$ cat src/rtl/wb_lfsr_multi.sv
// Multi-channel LFSR Wishbone slave: NCH channels of WIDTH-bit Fibonacci/Galois LFSRs.
// Optional zero-state recovery with sticky ZERO flag when WB_LFSR_LOCKUP_RECOVER_EN is defined.
module wb_lfsr_multi #(
  parameter int          WIDTH        = 16,
  parameter int          NCH          = 2,
  parameter logic [31:0] DEFAULT_TAPS = 32'h0000B400,
  parameter int          AW           = (NCH > 1) ? 4 + $clog2(NCH) : 4
) (
  input  logic            i_clk,
  input  logic            i_reset,
  input  logic            i_wb_cyc,
  input  logic            i_wb_stb,
  input  logic            i_wb_we,
  input  logic [AW-1:0]   i_wb_addr,
  input  logic [7:0]      i_wb_data,
  output logic            o_wb_stall,
  output logic [7:0]      o_wb_data,
  output logic            o_wb_ack,
  output logic [NCH-1:0]  o_lfsr_bit
);

  localparam int NB = WIDTH / 8;

  logic [WIDTH-1:0] r_state [NCH];
  logic [WIDTH-1:0] r_taps  [NCH];
  logic [7:0]       r_step  [NCH];
  logic [NCH-1:0]   r_run;
  logic [NCH-1:0]   r_mode;
  logic [NCH-1:0]   r_bit;
  logic             r_ack;
  logic [7:0]       r_rdata;
`ifdef WB_LFSR_LOCKUP_RECOVER_EN
  logic [NCH-1:0]   r_zero;
`endif

  logic [7:0]       w_addr_x;
  logic [3:0]       w_reg;
  logic [3:0]       w_ch;
  logic             w_cfg_reg;
  logic             w_busy_sel;
  logic             w_stall;
  logic             w_acc;
  logic             w_wr;
  logic [7:0]       w_rdata;
  logic [NCH-1:0]   w_zero;
  logic [NCH-1:0]   w_hit;
  logic [NCH-1:0]   w_blk;
  logic [NCH-1:0]   w_adv;
  logic [WIDTH-1:0] w_nxt [NCH];

  assign w_addr_x  = 8'(i_wb_addr);
  assign w_reg     = w_addr_x[3:0];
  assign w_ch      = w_addr_x[7:4];
  assign w_cfg_reg = (w_reg < 4'(NB)) || ((w_reg >= 4'd4) && (w_reg < 4'(4 + NB))) ||
                     (w_reg == 4'd8);

  // Decode, read mux and next-state per channel; an out-of-range channel matches nothing.
  always_comb begin
    w_rdata    = 8'h00;
    w_busy_sel = 1'b0;
    w_zero     = '0;
    for (int c = 0; c < NCH; c++) begin
`ifdef WB_LFSR_LOCKUP_RECOVER_EN
      w_zero[c] = r_zero[c];
`else
      w_zero[c] = (r_state[c] == '0);
`endif
      w_nxt[c] = r_mode[c] ? ((r_state[c] >> 1) ^ (r_state[c][0] ? r_taps[c] : '0))
                           : {r_state[c][WIDTH-2:0], ^(r_state[c] & r_taps[c])};
      if (w_ch == 4'(c)) begin
        w_busy_sel = (r_step[c] != 8'd0);
        for (int k = 0; k < NB; k++) begin
          if (w_reg == 4'(k))     w_rdata = r_state[c][8*k +: 8];
          if (w_reg == 4'(4 + k)) w_rdata = r_taps[c][8*k +: 8];
        end
        if (w_reg == 4'd8)  w_rdata = {6'd0, r_mode[c], r_run[c]};
        if (w_reg == 4'd9)  w_rdata = r_step[c];
        if (w_reg == 4'd10) w_rdata = {6'd0, w_zero[c], w_busy_sel};
      end
    end
  end

  assign w_stall = i_wb_cyc & i_wb_stb & i_wb_we & (w_reg <= 4'd9) & w_busy_sel;
  assign w_acc   = i_wb_cyc & i_wb_stb & ~w_stall;
  assign w_wr    = w_acc & i_wb_we;

  // A config write to STATE/TAPS/CTRL wins over that cycle's advance.
  always_comb begin
    w_hit = '0;
    w_blk = '0;
    w_adv = '0;
    for (int c = 0; c < NCH; c++) begin
      w_hit[c] = w_wr && (w_ch == 4'(c));
      w_blk[c] = w_hit[c] && w_cfg_reg;
      w_adv[c] = (r_run[c] || (r_step[c] != 8'd0)) && !w_blk[c];
    end
  end

  always_ff @(posedge i_clk) begin
    if (i_reset) begin
      r_ack   <= 1'b0;
      r_rdata <= 8'h00;
      r_run   <= '0;
      r_mode  <= '0;
      r_bit   <= '0;
`ifdef WB_LFSR_LOCKUP_RECOVER_EN
      r_zero  <= '0;
`endif
      for (int c = 0; c < NCH; c++) begin
        r_state[c] <= WIDTH'(1);
        r_taps[c]  <= DEFAULT_TAPS[WIDTH-1:0];
        r_step[c]  <= 8'd0;
      end
    end else begin
      r_ack   <= w_acc;
      r_rdata <= (w_acc && !i_wb_we) ? w_rdata : 8'h00;
      for (int c = 0; c < NCH; c++) begin
        r_bit[c] <= r_mode[c] ? r_state[c][0] : r_state[c][WIDTH-1];
        if (w_adv[c]) begin
`ifdef WB_LFSR_LOCKUP_RECOVER_EN
          if (r_state[c] == '0) begin
            r_state[c] <= WIDTH'(1);
            r_zero[c]  <= 1'b1;
          end else begin
            r_state[c] <= w_nxt[c];
          end
`else
          r_state[c] <= w_nxt[c];
`endif
          if (r_step[c] != 8'd0) r_step[c] <= r_step[c] - 8'd1;
        end
        if (w_hit[c]) begin
          for (int k = 0; k < NB; k++) begin
            if (w_reg == 4'(k))     r_state[c][8*k +: 8] <= i_wb_data;
            if (w_reg == 4'(4 + k)) r_taps[c][8*k +: 8]  <= i_wb_data;
          end
          if (w_reg == 4'd8) begin
            r_run[c]  <= i_wb_data[0];
            r_mode[c] <= i_wb_data[1];
          end
          if (w_reg == 4'd9) r_step[c] <= i_wb_data;
`ifdef WB_LFSR_LOCKUP_RECOVER_EN
          if ((w_reg == 4'd10) && !(w_adv[c] && (r_state[c] == '0))) r_zero[c] <= 1'b0;
`endif
        end
      end
    end
  end

  assign o_wb_stall = w_stall;
  assign o_wb_ack   = r_ack & i_wb_cyc;
  assign o_wb_data  = o_wb_ack ? r_rdata : 8'h00;
  assign o_lfsr_bit = r_bit;

endmodule

$ cat config.mk
export PLATFORM = sky130hd
export DESIGN_NAME = wb_lfsr_multi
export DESIGN_NICKNAME = d
export VERILOG_FILES = /design/src/rtl/wb_lfsr_multi.sv
export SDC_FILE = /design/constraint.sdc
export NUM_CORES = 1
export LEC_CHECK = 0
export ABC_AREA = 1
export CAP_MARGIN = 20
export CORE_AREA = 3 3 179 137
export DETAILED_ROUTE_END_ITERATION = 8
export DIE_AREA = 0 0 182 140
export GPL_ROUTABILITY_DRIVEN = 0
export PLACE_DENSITY_LB_ADDON = 0.08
export SLEW_MARGIN = 5
export SYNTH_ARGS = -nofsm -noshare
export SYNTH_HDL_FRONTEND = slang
export SYNTH_SLANG_ARGS = --single-unit
$ cat constraint.sdc
create_clock -name i_clk -period 3.1 [get_ports i_clk]
set_clock_uncertainty 0.15 [all_clocks]
set_input_delay 0.62 -clock i_clk [delete_from_list [all_inputs] [get_ports i_clk]]
set_output_delay 0.62 -clock i_clk [all_outputs]
set_load 0.02 [all_outputs]
==> results.cfg <==
[synthesis]
post_synth.cell_area_avg_sq_um = 7.71
ys_warn_count = 0
yosys.area.top_type = sky130_fd_sc_hd__edfxtp_1
synthDistinctLibCells = 46
synthTopCellsByCount = 187 x sky130_fd_sc_hd__nand2_1, 99 x sky130_fd_sc_hd__inv_1, 88 x sky130_fd_sc_hd__o21ai_0
synth.yosys.seq_area_share_pct = 42.5
synth-main-ff-cell = sky130_fd_sc_hd__edfxtp_1
synthMostInstantiatedCell = sky130_fd_sc_hd__nand2_1
yosys_register_bits = 95
synthDominantCellAreaShare_pct = 37.7
netlist_area_sq_um = 6360
yosys-top-cells-area = sky130_fd_sc_hd__edfxtp_1 38%, sky130_fd_sc_hd__nand2_1 11%, sky130_fd_sc_hd__o21ai_0 6.9%
synth_cells = 826
postSynthNetCount = 846
postSynth.asyncResetShare_pct = 0
synth_edf_count = 80

[die]
core_area_sq_um = 22900
die_h_um = 140
start_util_pct = 27.7
floorplan.die.width_um = 182
overall_die_area_sq_um = 25500
row_count = 48
num_io_pins = 30

[cts]
ctsRootBufferMaster = sky130_fd_sc_hd__clkbuf_16
cts.repair_timing.setup_buffer_count = 0
clockBufferDepth = 2
clkTransAtPathRegs_ns = 0.07
clock_tree_from_tritoncts = done
cts_buffers = 9
insertion_delay_to_the_later_sink_of_the_worst_skew_pair_ns = 0.36
cts_htree_levels = 3
clock_sink_count = 95

[finish]
design.final.nets = 910
fin_util_pct = 33.4
antennaDiodeCount = 0
flow.area_growth_from_synthesis_pct = 20.5
share_of_layout_cells_above_drive_strength_1_pct = 12.3
finalInstanceArea_sq_um = 7670

[power]
internal_power_mw = 3.20
cellPowerDensity_nw_per_um2 = 684
power.share.combinational_pct = 37.7
ir_drop_mv = 0.236
seq_power_share_pct = 41.1
clockPowerShare_pct = 21.2
cellLeakagePower_nw = 3.13
switching_share_pct = 39.1
power_switching_mw = 2.05

[job]
maxCapViolations = 0

[timing]
min_period_ns = 2.89
setup_viol = 0
final_max_slew_viol_count = 0
hold_slack_ns = 0.395
max_clock_freq_mhz = 346
grt_setup_unrepaired = no
final_critical_path_setup_slack_ns = 0.210
final-hold-violation-count = 0
worstMarginPinSlew_ns = 0.715
final_period_util_pct = 93.2
timing.max_slew.rel_slack_pct = 52.3

[global_route]
grt_pass1_wl_um = 34500
global_route.overflow_total = 0
grt_pass1_vias = 5608
antenna_found_initial = 0
globalRouteTotalUtil_pct = 17.9
grt_start_max_net_pins = 32

[routing]
detail_route.vias_per_cell = 4.96
final_antenna_net_count = 0
detail_route.first_pass.iterations = 5
routed-via-count = 5931
detail_route.wirelength_um = 22600
routedWlPerCell_um = 18.9
drcViolationCount = 0
initialDrtViolationCount = 697

[status]
status = completed

[critical_path]
end_kind = primary output
crit_path_start_kind = flop
crit_required_ns = 2.33
cp_max_fanout = 5
timing.setup.critical_path_class = flop to primary output
arrival_ns = 2.12

[placement]
io_buffers = 29
dpl-instance-area_sq_um = 7380
total_half_perimeter_wirelength_after_legalization_and_detailed_placement_um = 17100
detailedPlace.worstSlack_ns = 0.0107

[min_path]
timing.hold.worst.class = flop to flop
-- critical path, stage by stage (launching register included) --
cell	delay [ns]
sky130_fd_sc_hd__edfxtp_1	0.37
sky130_fd_sc_hd__inv_1	0.18
sky130_fd_sc_hd__ha_2	0.26
sky130_fd_sc_hd__nand2_2	0.07
sky130_fd_sc_hd__nor2_4	0.13
sky130_fd_sc_hd__nand3_4	0.13
sky130_fd_sc_hd__o211ai_4	0.23
sky130_fd_sc_hd__inv_1	0.07
sky130_fd_sc_hd__dlygate4sd2_1	0.32
-- routing by layer --
layer	global-route usage, %	vias up	part of all wire [%]
li1	-	2910	-
met1	28.3	2787	52
met2	23.9	211	39
met3	3.82	23	6.9
met4	5.17	0	2.0
met5	0	-	0
-- layout make-up --
class	count	area, sq um
Clock buffer	12	258
Sequential cell	95	2700
Timing Repair Buffer	86	792
Clock inverter	4	26.3
Tap cell	300	375
Inverter	108	405
Multi-Input combinational cell	590	3110
Fill cell	2468	15300
-- timing repair --
action | CTS | global route
resized for setup | 2 | 1
endpoints found under the setup margin | 1 | 2
hold buffers | 0 | 0
hold endpoints to repair | 0 | 0
-- metrics by stage --
stage          setup TNS (ns)  instances  total power [mW]
5_1_grt                     0       1195              5.63
3_3_place_gp           -0.534       1179              4.12
6_report                    0       1195              5.25
3_5_place_dp                0       1179              4.12
2_1_floorplan               0        826              3.49
4_1_cts                     0       1195              5.26
-- power by group through the flow --
stage          clock (mW)  sequential, mW  combinational, mW
3_3_place_gp            0            2.17               1.94
3_5_place_dp            0            2.17               1.95
5_1_grt              1.19            2.20               2.25
6_report             1.11            2.16               1.98
4_1_cts              1.14            2.15               1.97
2_1_floorplan           0            2.01               1.49
-- layout by cell type (no fill, tap or decap), types with 4 or more instances in the layout --
cell / instances
sky130_fd_sc_hd__a21oi_1: 51
sky130_fd_sc_hd__a221oi_1: 4
sky130_fd_sc_hd__buf_12: 6
sky130_fd_sc_hd__buf_4: 51
sky130_fd_sc_hd__clkbuf_16: 10
sky130_fd_sc_hd__clkdlybuf4s50_1: 28
sky130_fd_sc_hd__dfxtp_1: 15
sky130_fd_sc_hd__edfxtp_1: 80
sky130_fd_sc_hd__inv_1: 99
sky130_fd_sc_hd__inv_2: 7
sky130_fd_sc_hd__nand2_1: 187
sky130_fd_sc_hd__nand2_2: 6
sky130_fd_sc_hd__nand3_1: 54
sky130_fd_sc_hd__nand3_2: 7
sky130_fd_sc_hd__nand4_1: 4
sky130_fd_sc_hd__nor2_1: 62
sky130_fd_sc_hd__nor2_2: 4
sky130_fd_sc_hd__nor3_1: 6
sky130_fd_sc_hd__o211ai_1: 11
sky130_fd_sc_hd__o21ai_0: 88
sky130_fd_sc_hd__o21ai_1: 7
sky130_fd_sc_hd__o21ai_2: 5
sky130_fd_sc_hd__o22ai_1: 20
sky130_fd_sc_hd__xnor2_1: 23
sky130_fd_sc_hd__xor2_1: 25
-- cells by family (layout without fill, tap and decap cells) --
logic type,after synthesis,count (layout),share of synthesized area (%)
AOI/OAI and AO/OA,195,195,17.2
xor gates and xnor gates,48,48,6.61
adders and majority gates,2,2,0.393
buffers and inverters,141,210,8.81
DFF,95,95,42.5
muxes,1,1,0.157
and+or+nand+nor,344,344,24.4
-- registers in the layout (all words and copies together), names as in the netlist --
signal and flops:
r_state 32, r_taps 32, r_step 16, r_rdata 8
o_lfsr_bit 2, r_mode 2, r_run 2, r_ack 1
-- worst paths after layout --
kind	start	end	slack [ns]	depth (start not counted)
worst max-delay path	r_step[0][0]	o_wb_stall	0.21	8
worst min-delay path	r_run[0]	r_run[0]	0.39	2
worst max register to register	r_step[0][0]	r_state[1][1]	0.25	15
worst min register to register	r_run[0]	r_run[0]	0.39	2
(Power assumes the default switching activity.)
